$ cat src/rtl/controller.sv
// controller -- top-level sequencer for an automatic slicing machine.
//
// Takes one ultrasonic measurement as the reference position, then alternates
// move and measure steps. A cut is requested each time the object has advanced
// by at least THICKNESS distance units since the last reference. The job ends
// (finish) after slice_num slices, which takes slice_num - 1 cuts.
//
// Ports:
//   clk         system clock, rising edge
//   rst_n       asynchronous reset, ACTIVE-HIGH despite the legacy name
//   start       level; starts a job when the sequencer is idle or done
//   pause       freezes state and counters while high, forces move low
//   slice_num   slices for the job, captured at job start
//   valid       one-cycle sensor pulse, distance valid in the same cycle
//   distance    measured distance (unsigned)
//   triggerSuc  sensor acknowledge of trigger
//   trigger     measurement request, held until triggerSuc
//   move        advance request to the move controller
//   cut_end     one-cycle pulse from the cut controller when a cut is done
//   cut         cut request, held until cut_end
//   finish      high while the job is done
module controller #(
  parameter logic [31:0] THICKNESS   = 32'd200,
  parameter int          MOVE_CYCLES = 4
) (
  input  logic        clk,
  input  logic        rst_n,
  input  logic        start,
  input  logic        pause,
  input  logic [4:0]  slice_num,
  input  logic        valid,
  input  logic [31:0] distance,
  input  logic        triggerSuc,
  output logic        trigger,
  output logic        move,
  input  logic        cut_end,
  output logic        cut,
  output logic        finish
);

  localparam int MCW = (MOVE_CYCLES > 1) ? $clog2(MOVE_CYCLES) : 1;
  localparam logic [MCW-1:0] MOVE_LAST = MCW'(MOVE_CYCLES - 1);

  typedef enum logic [2:0] {
    S_IDLE,
    S_TRIG,
    S_WAIT_VAL,
    S_EVAL,
    S_MOVE,
    S_CUT,
    S_DONE
  } state_t;

  state_t         state_q;
  logic [4:0]     target_q;
  logic [4:0]     cut_cnt_q;
  logic           first_q;
  logic [31:0]    ref_dist_q;
  logic [31:0]    cur_dist_q;
  logic [MCW-1:0] move_cnt_q;
  logic           trigger_q;
  logic           move_q;
  logic           cut_q;
  logic           finish_q;

  // Cut bookkeeping is done in 6 bits so that cut_cnt + 1 and target - 1
  // cannot wrap in the comparison.
  logic [5:0] cuts_done_d;
  logic [5:0] cuts_needed_d;
  logic       last_cut_d;
  logic [4:0] cut_cnt_d;
  logic       advanced_d;

  assign cuts_done_d   = {1'b0, cut_cnt_q} + 6'd1;
  assign cuts_needed_d = {1'b0, target_q} - 6'd1;
  assign last_cut_d    = (cuts_done_d >= cuts_needed_d);
  assign cut_cnt_d     = (cut_cnt_q == 5'd31) ? cut_cnt_q : cut_cnt_q + 5'd1;

  // A receding object (cur > ref) counts as zero advance, so the subtraction
  // is only meaningful when ref >= cur.
  assign advanced_d = (ref_dist_q >= cur_dist_q) &&
                      ((ref_dist_q - cur_dist_q) >= THICKNESS);

  always_ff @(posedge clk or posedge rst_n) begin
    if (rst_n) begin
      state_q    <= S_IDLE;
      target_q   <= '0;
      cut_cnt_q  <= '0;
      first_q    <= 1'b1;
      ref_dist_q <= '0;
      cur_dist_q <= '0;
      move_cnt_q <= '0;
      trigger_q  <= 1'b0;
      move_q     <= 1'b0;
      cut_q      <= 1'b0;
      finish_q   <= 1'b0;
    end else if (!pause) begin
      case (state_q)
        S_IDLE, S_DONE: begin
          if (start) begin
            target_q  <= slice_num;
            cut_cnt_q <= '0;
            first_q   <= 1'b1;
            finish_q  <= 1'b0;
            trigger_q <= 1'b1;
            state_q   <= S_TRIG;
          end
        end

        S_TRIG: begin
          if (triggerSuc) begin
            trigger_q <= 1'b0;
            state_q   <= S_WAIT_VAL;
          end
        end

        S_WAIT_VAL: begin
          if (valid) begin
            cur_dist_q <= distance;
            state_q    <= S_EVAL;
          end
        end

        S_EVAL: begin
          if (first_q) begin
            ref_dist_q <= cur_dist_q;
            first_q    <= 1'b0;
            // One slice (or none) needs no cut at all.
            if (target_q <= 5'd1) begin
              finish_q <= 1'b1;
              state_q  <= S_DONE;
            end else begin
              move_q     <= 1'b1;
              move_cnt_q <= '0;
              state_q    <= S_MOVE;
            end
          end else if (advanced_d) begin
            cut_q   <= 1'b1;
            state_q <= S_CUT;
          end else begin
            move_q     <= 1'b1;
            move_cnt_q <= '0;
            state_q    <= S_MOVE;
          end
        end

        S_MOVE: begin
          if (move_cnt_q == MOVE_LAST) begin
            move_q    <= 1'b0;
            trigger_q <= 1'b1;
            state_q   <= S_TRIG;
          end else begin
            move_cnt_q <= move_cnt_q + 1'b1;
          end
        end

        S_CUT: begin
          if (cut_end) begin
            cut_q      <= 1'b0;
            ref_dist_q <= cur_dist_q;
            cut_cnt_q  <= cut_cnt_d;
            if (last_cut_d) begin
              finish_q <= 1'b1;
              state_q  <= S_DONE;
            end else begin
              move_q     <= 1'b1;
              move_cnt_q <= '0;
              state_q    <= S_MOVE;
            end
          end
        end

        default: state_q <= S_IDLE;
      endcase
    end
  end

  assign trigger = trigger_q;
  // Pause must stop the motor immediately, not one cycle later.
  assign move    = move_q & ~pause;
  assign cut     = cut_q;
  assign finish  = finish_q;

endmodule

$ cat config.mk
export PLATFORM = sky130hd
export DESIGN_NAME = controller
export DESIGN_NICKNAME = d
export VERILOG_FILES = /design/src/rtl/controller.sv
export SDC_FILE = /design/constraint.sdc
export NUM_CORES = 1
export LEC_CHECK = 0
export CORE_MARGIN = 3
export CORE_UTILIZATION = 50
export CTS_BUF_LIST = sky130_fd_sc_hd__clkbuf_4
export CTS_CLUSTER_DIAMETER = 150
export DETAILED_ROUTE_END_ITERATION = 6
export PLACE_DENSITY_LB_ADDON = 0.08
export REMOVE_ABC_BUFFERS = 1
export SETUP_SLACK_MARGIN = 0.1
export SYNTH_ARGS = -nofsm -noshare
export SYNTH_HDL_FRONTEND = slang
export SYNTH_SLANG_ARGS = --single-unit
$ cat constraint.sdc
create_clock -name clk -period 3.5 [get_ports clk]
set_clock_uncertainty 0.2 [all_clocks]
set_input_delay 0.525 -clock clk [delete_from_list [all_inputs] [get_ports clk]]
set_output_delay 0.525 -clock clk [all_outputs]
set_load 0.005 [all_outputs]
-- Word level (Yosys, flattened, before mapping)
Index checks and enable logic that the tools add are counted.
- register bits: 84
- latch bits: 0
- bits in writable memories: 0
- ROM bits: 0
- input bits: 44
- memories: 0
- add/sub/neg operators: 5
- $mul: 0
- divide/modulo/power cells: 0
- magnitude comparators: 4
- equal/unequal tests: 23
- shift-type cells: 0
- multiplexer cells: 46
- bitwise logic cells: 2
- reduce and logical (&&, ||, !) cells: 20
- operators with widths (cell ; number):
    $mux W32 ; 2
    $pmux W32 S2 ; 1
    $ge A32 B32 Y1 ; 1
    $ge A32 B8 Y1 const B ; 1
    $sub A32 B32 Y32 ; 1
    $ne A2 B2 Y1 const B ; 13
    $reduce_and A7 Y1 ; 3
    $mux W1 ; 18
    $mux W3 ; 6
    $pmux W3 S6 ; 1
    $mux W2 ; 8
    $mux W5 ; 3
    $reduce_and A5 Y1 ; 3
    $pmux W5 S2 ; 1
    $eq A3 B3 Y1 const B ; 3
    $pmux W1 S3 ; 3
    $reduce_and A3 Y1 ; 3
    $reduce_bool A3 Y1 ; 3
    $add A5 B1 Y6 const B ; 1
    $eq A3 B2 Y1 const B ; 2
    $ge A6 B6 Y1 ; 1
    $ne A3 B3 Y1 const B ; 2
    $pmux W2 S3 ; 1
    $reduce_and A6 Y1 ; 1
    15 further kinds ; 18

-- Logic depth before layout (Yosys ltp)
Gate-level depths: netlist of run 1.
- depth in word-level cells: 6
- depth in mapped cells: 14
- mapped depth without buffers: 13

-- Least setup slack after synthesis of run 1
OpenSTA, ideal clock, no wires.
- path kind: register to register
- from: reg ref_dist_q[4]
- to: reg move_cnt_q[0]
- data arrival time: 3.081 ns
- data required time: 3.175 ns
- path slack: 0.094 ns
- cell stages (with the launch flop): 14
- path buffers: 1
- period minus slack after synthesis: 3.406 ns
- path through: dfrtp_1 > ha_1 > buf_6 > and4_1 > o21a_1 > or3_4 > o211ai_2 > a211oi_1 > or3_1 > a22o_1 > nor4_2 > nand3_2 > a31o_1 > mux2_4
- cells in the longest elaborated chain, start to end: 5
- elaborated cells between the ends (all ways): 6
- ends and longest elaborated chain (item ; line ; text):
    from (decl) ; 58 ; logic [31:0] ref_dist_q;
    from (signal assigned) ; 126 ; ref_dist_q <= cur_dist_q;
    from (signal assigned) ; 160 ; ref_dist_q <= cur_dist_q;
    $sub A32 B32 Y32 ; 82 ; ((ref_dist_q - cur_dist_q) >= THICKNESS);
    $ge A32 B8 Y1 ; 82 ;
    $logic_and A1 B1 Y1 (*) ; 81 ; assign advanced_d = (ref_dist_q >= cur_dist_q) &&
    $ne A3 B3 Y1 (no line) (*) ; n/a ;
    $reduce_and A7 Y1 (no line) (*) ; n/a ;
    to (signal assigned) ; 153 ; move_cnt_q <= move_cnt_q + 1'b1;
    to (decl) ; 60 ; logic [MCW-1:0] move_cnt_q;
Mark *: on every way between the ends. The rest lies on a longest branch, timed or not.
A chain may end at the register's enable or synchronous reset.

-- Worst setup path in the final report of run 1
- from: reg cur_dist_q[1]
- to: reg move_cnt_q[0]
- cells in the longest elaborated chain, start to end: 5
- elaborated cells between the ends (all ways): 6
- ends and longest elaborated chain (item ; line ; text):
    from (decl) ; 59 ; logic [31:0] cur_dist_q;
    from (signal assigned) ; 119 ; cur_dist_q <= distance;
    $sub A32 B32 Y32 ; 82 ;
    $ge A32 B8 Y1 ; 82 ;
    $logic_and A1 B1 Y1 (*) ; 81 ;
    $ne A3 B3 Y1 (no line) (*) ; n/a ;
    $reduce_and A7 Y1 (no line) (*) ; n/a ;
Marks and branches as above.

==> results of run 1 <==
==> sequential cells by signal, summed over array words and instances, names as in the netlist <==
name	count
cur_dist_q	32
ref_dist_q	32
cut_cnt_q	5
target_q	5
state_q	3
move_cnt_q	2
cut	1
finish	1
first_q	1
move_q	1
trigger	1
==> repair_timing <==
action,CTS,global route
resized for setup,9,30
buffers inserted,6,7
endpoints found under the setup margin,5,5
hold endpoints to repair,0,0
pin swaps,10,16
==> metrics by stage <==
stage | TNS [ns] | setup slack (ns) | hold WS, ns | util, % | instances
6_report | -0.171 | -0.0732 | 0.281 | 65.0 | 861
3_3_place_gp | -0.223 | -0.112 | 0.294 | 60.8 | 832
5_1_grt | -0.961 | -0.232 | 0.305 | 65.0 | 861
4_1_cts | -0.0974 | -0.0751 | 0.283 | 62.8 | 854
2_1_floorplan | 0 | 0.114 | 0.270 | - | 597
3_5_place_dp | -0.394 | -0.149 | 0.298 | 60.8 | 832
==> layout make-up <==
type	count	area share, %
multi-input combinational	470	50.8
tap	140	2.43
clock buffer	12	1.25
sequential	84	29.2
timing repair buffer	108	13.3
inverter	43	2.26
clock inverter	4	0.712
==> worst paths after layout <==
| check | end | slack [ns] | cells past startpoint |
|---|---|---|---|
| min in group clk | ref_dist_q[21]$_DFFE_PP0P_ | 0.33 | 1 |
| max in group asynchronous | first_q$_DFFE_PP1P_ | 2.08 | 3 |
| hold / removal | target_q[1]$_DFFE_PP0P_ | 0.28 | 2 |
| hold reg to reg | ref_dist_q[21]$_DFFE_PP0P_ | 0.33 | 1 |
| setup reg to reg | move_cnt_q[0]$_DFFE_PP0P_ | -0.07 | 14 |
| setup / recovery | move_cnt_q[0]$_DFFE_PP0P_ | -0.07 | 14 |
==> critical path, stage by stage, from the launching register on <==
cell and delay [ns]:
dfrtp_1 0.41, inv_2 0.07, ha_4 0.20, nor2b_4 0.13, buf_6 0.11, o21a_1 0.18
or3_4 0.37, o211ai_4 0.18, a211oi_2 0.10, or3_1 0.32, a22o_1 0.24, nor4_2 0.31
nand3_2 0.16, a31o_1 0.26, mux2_4 0.26
==> cell usage after synthesis (all sizes together), types with 6 or more instances <==
library cell	number
dfrtp	83
or3	6
inv	43
mux2	70
nand2	45
nor2	42
clkbuf	17
nand4	10
nand2b	6
nor3	12
xor2	11
a21oi	49
a31oi	11
o21ai	35
nand3	16
ha	43
xnor2	10
a21o	13
nor2b	10
==> cell families (layout without fill, tap and decap cells) <==
group                      Yosys count  count (layout)  share of synthesized area [%]
adders and majority gates           43              43                           9.29
xor gates and xnor gates            21              21                           3.17
muxes                               72              72                           14.0
buffers and inverters               62             167                           4.15
DFF                                 84              84                           36.3
AOI/OAI and AO/OA                  159             159                           17.7
and+or+nand+nor                    175             175                           15.4
==> layer usage <==
metal  vias up  part of all wire [%]  track usage, %
li1       2440                     -               -
met1      2333                    46            28.0
met2        80                    49            37.4
met3        25                   2.8            3.29
met4         0                   2.4            9.29
met5         -                     0               0
==> where the power goes <==
part           internal [mW]  total (mW)  switching, mW
registers               1.39        1.77          0.376
logic                   2.72        5.53           2.81
clock network          0.242       0.579          0.337
total                   4.35        7.88           3.53
==> flow_metrics.env, run 1 <==
export IMPL_yosysSeqAreaShare_pct=36.3
export IMPL_setup_ws_ns=-0.0732
export IMPL_syn2layout_area_growth_pct=24.3
export IMPL_fin_area_um2=7200
export IMPL_cts_buffers=9
export IMPL_synth_cell_type_count=63
export IMPL_pin_count=48
export IMPL_grt_first_pass_wirelength_mm=23.1
export IMPL_overflow=0
export IMPL_final_cell_mix="dfrtp_1 (83), mux2_2 (69), buf_4 (55)"
export IMPL_ys_seq_elements=84
export IMPL_vias=4878
export IMPL_start_kind="flip-flop"
export IMPL_hold_buffers=0
export IMPL_fin_crit_ns=3.57
export IMPL_drt_iter0_drc=225
export IMPL_fp_dieW_um=114
export IMPL_rows=38
export IMPL_worst_ir_drop_vdd_v=0.000532
export IMPL_crit_path_max_fanout=4
export IMPL_cts_root_buffer="clkbuf_4"
export IMPL_arrival_ns=3.75
export IMPL_grt_pass1_vias=5022
export IMPL_first_pass_iters=5
export IMPL_tritoncts="done"
export IMPL_multi_input_area_um2=3660
export IMPL_core_area_um2=11100
export IMPL_insertion_delay_ns=0.47
export IMPL_required_ns=3.68
export IMPL_synth_top_area_share_pct=35.8
export IMPL_status="complete, but fails checks"
export IMPL_track_usage_pct=22.0
export IMPL_antenna_found_initial=0
export IMPL_initial_utilization_pct=52.3
export IMPL_async_reset_ff_share_pct=100
export IMPL_io_buffer_count=47
export IMPL_dp_hpwl_mm=10.4
export IMPL_total_power_mw=7.88
export IMPL_clock_sinks=84
export IMPL_syn_avg_cell_area_um2=9.41
export IMPL_gp_congestion=0.906
export IMPL_regArea_um2=2100
export IMPL_hold_violations=0
export IMPL_worstReg2RegStart="cur_dist_q[1]$_DFFE_PP0P_"
export IMPL_synth_edff_count=0
export IMPL_synth_area_leader_cell="dfrtp_1"
export IMPL_final_common_cell="dfrtp_1"
export IMPL_yosysWarnings=0
export IMPL_rsz0062_at_grt="yes"
export IMPL_crit_path_end_kind="flip-flop"
export IMPL_drive_gt1_share_pct=26.1
export IMPL_drc=0
export IMPL_max_freq_mhz=280
export IMPL_detail_route_antenna_nets=0
export IMPL_nets=803
export IMPL_netlist_instances=616
export IMPL_die_area_um2=12900
export IMPL_routedWlPerCell_um=16.0
export IMPL_maxCapViolations=0
export IMPL_cts_max_level=3
export IMPL_final_setup_viol_count=4
export IMPL_path_clk_slew_ns=0.14
export IMPL_fillers=962
export IMPL_cellLeakagePower_nw=3.25
export IMPL_postRouteWirelength_mm=13.8
export IMPL_worst_pin_slew_ns=0.805
export IMPL_cp_startpoint="cur_dist_q[1]$_DFFE_PP0P_"
export IMPL_worstSetupPathType="flip-flop to flip-flop"
export IMPL_post_drt_via_cell_ratio=5.67
export IMPL_diodes=0
export IMPL_clk_path_buf_depth=2
export IMPL_violations="setup timing"
export IMPL_grt_max_degree=45
export IMPL_synth_area_leaders="dfrtp_1 (36%), mux2_2 (13%), ha_1 (9.3%)"
export IMPL_min_path_type="input pin to async pin"
export IMPL_placed_area_um2=6740
export IMPL_slew_viol_final=0
export IMPL_min_period_over_period_pct=102
export IMPL_syn_area_um2=5790
export IMPL_max_slew_margin_rel_pct=46.3
export IMPL_synth_ff_type="dfrtp_1"
export IMPL_p_per_area_nw_per_um2=1090
export IMPL_die_h_um=114
Power figures use the tool's default switching activity.
==> inputs of run 2 (changes only) <==
HOLD_SLACK_MARGIN = 0.1   (was not set)
==> results of run 2 <==
Same layout as run 1: the final DEF is identical, and so are final timing and power.
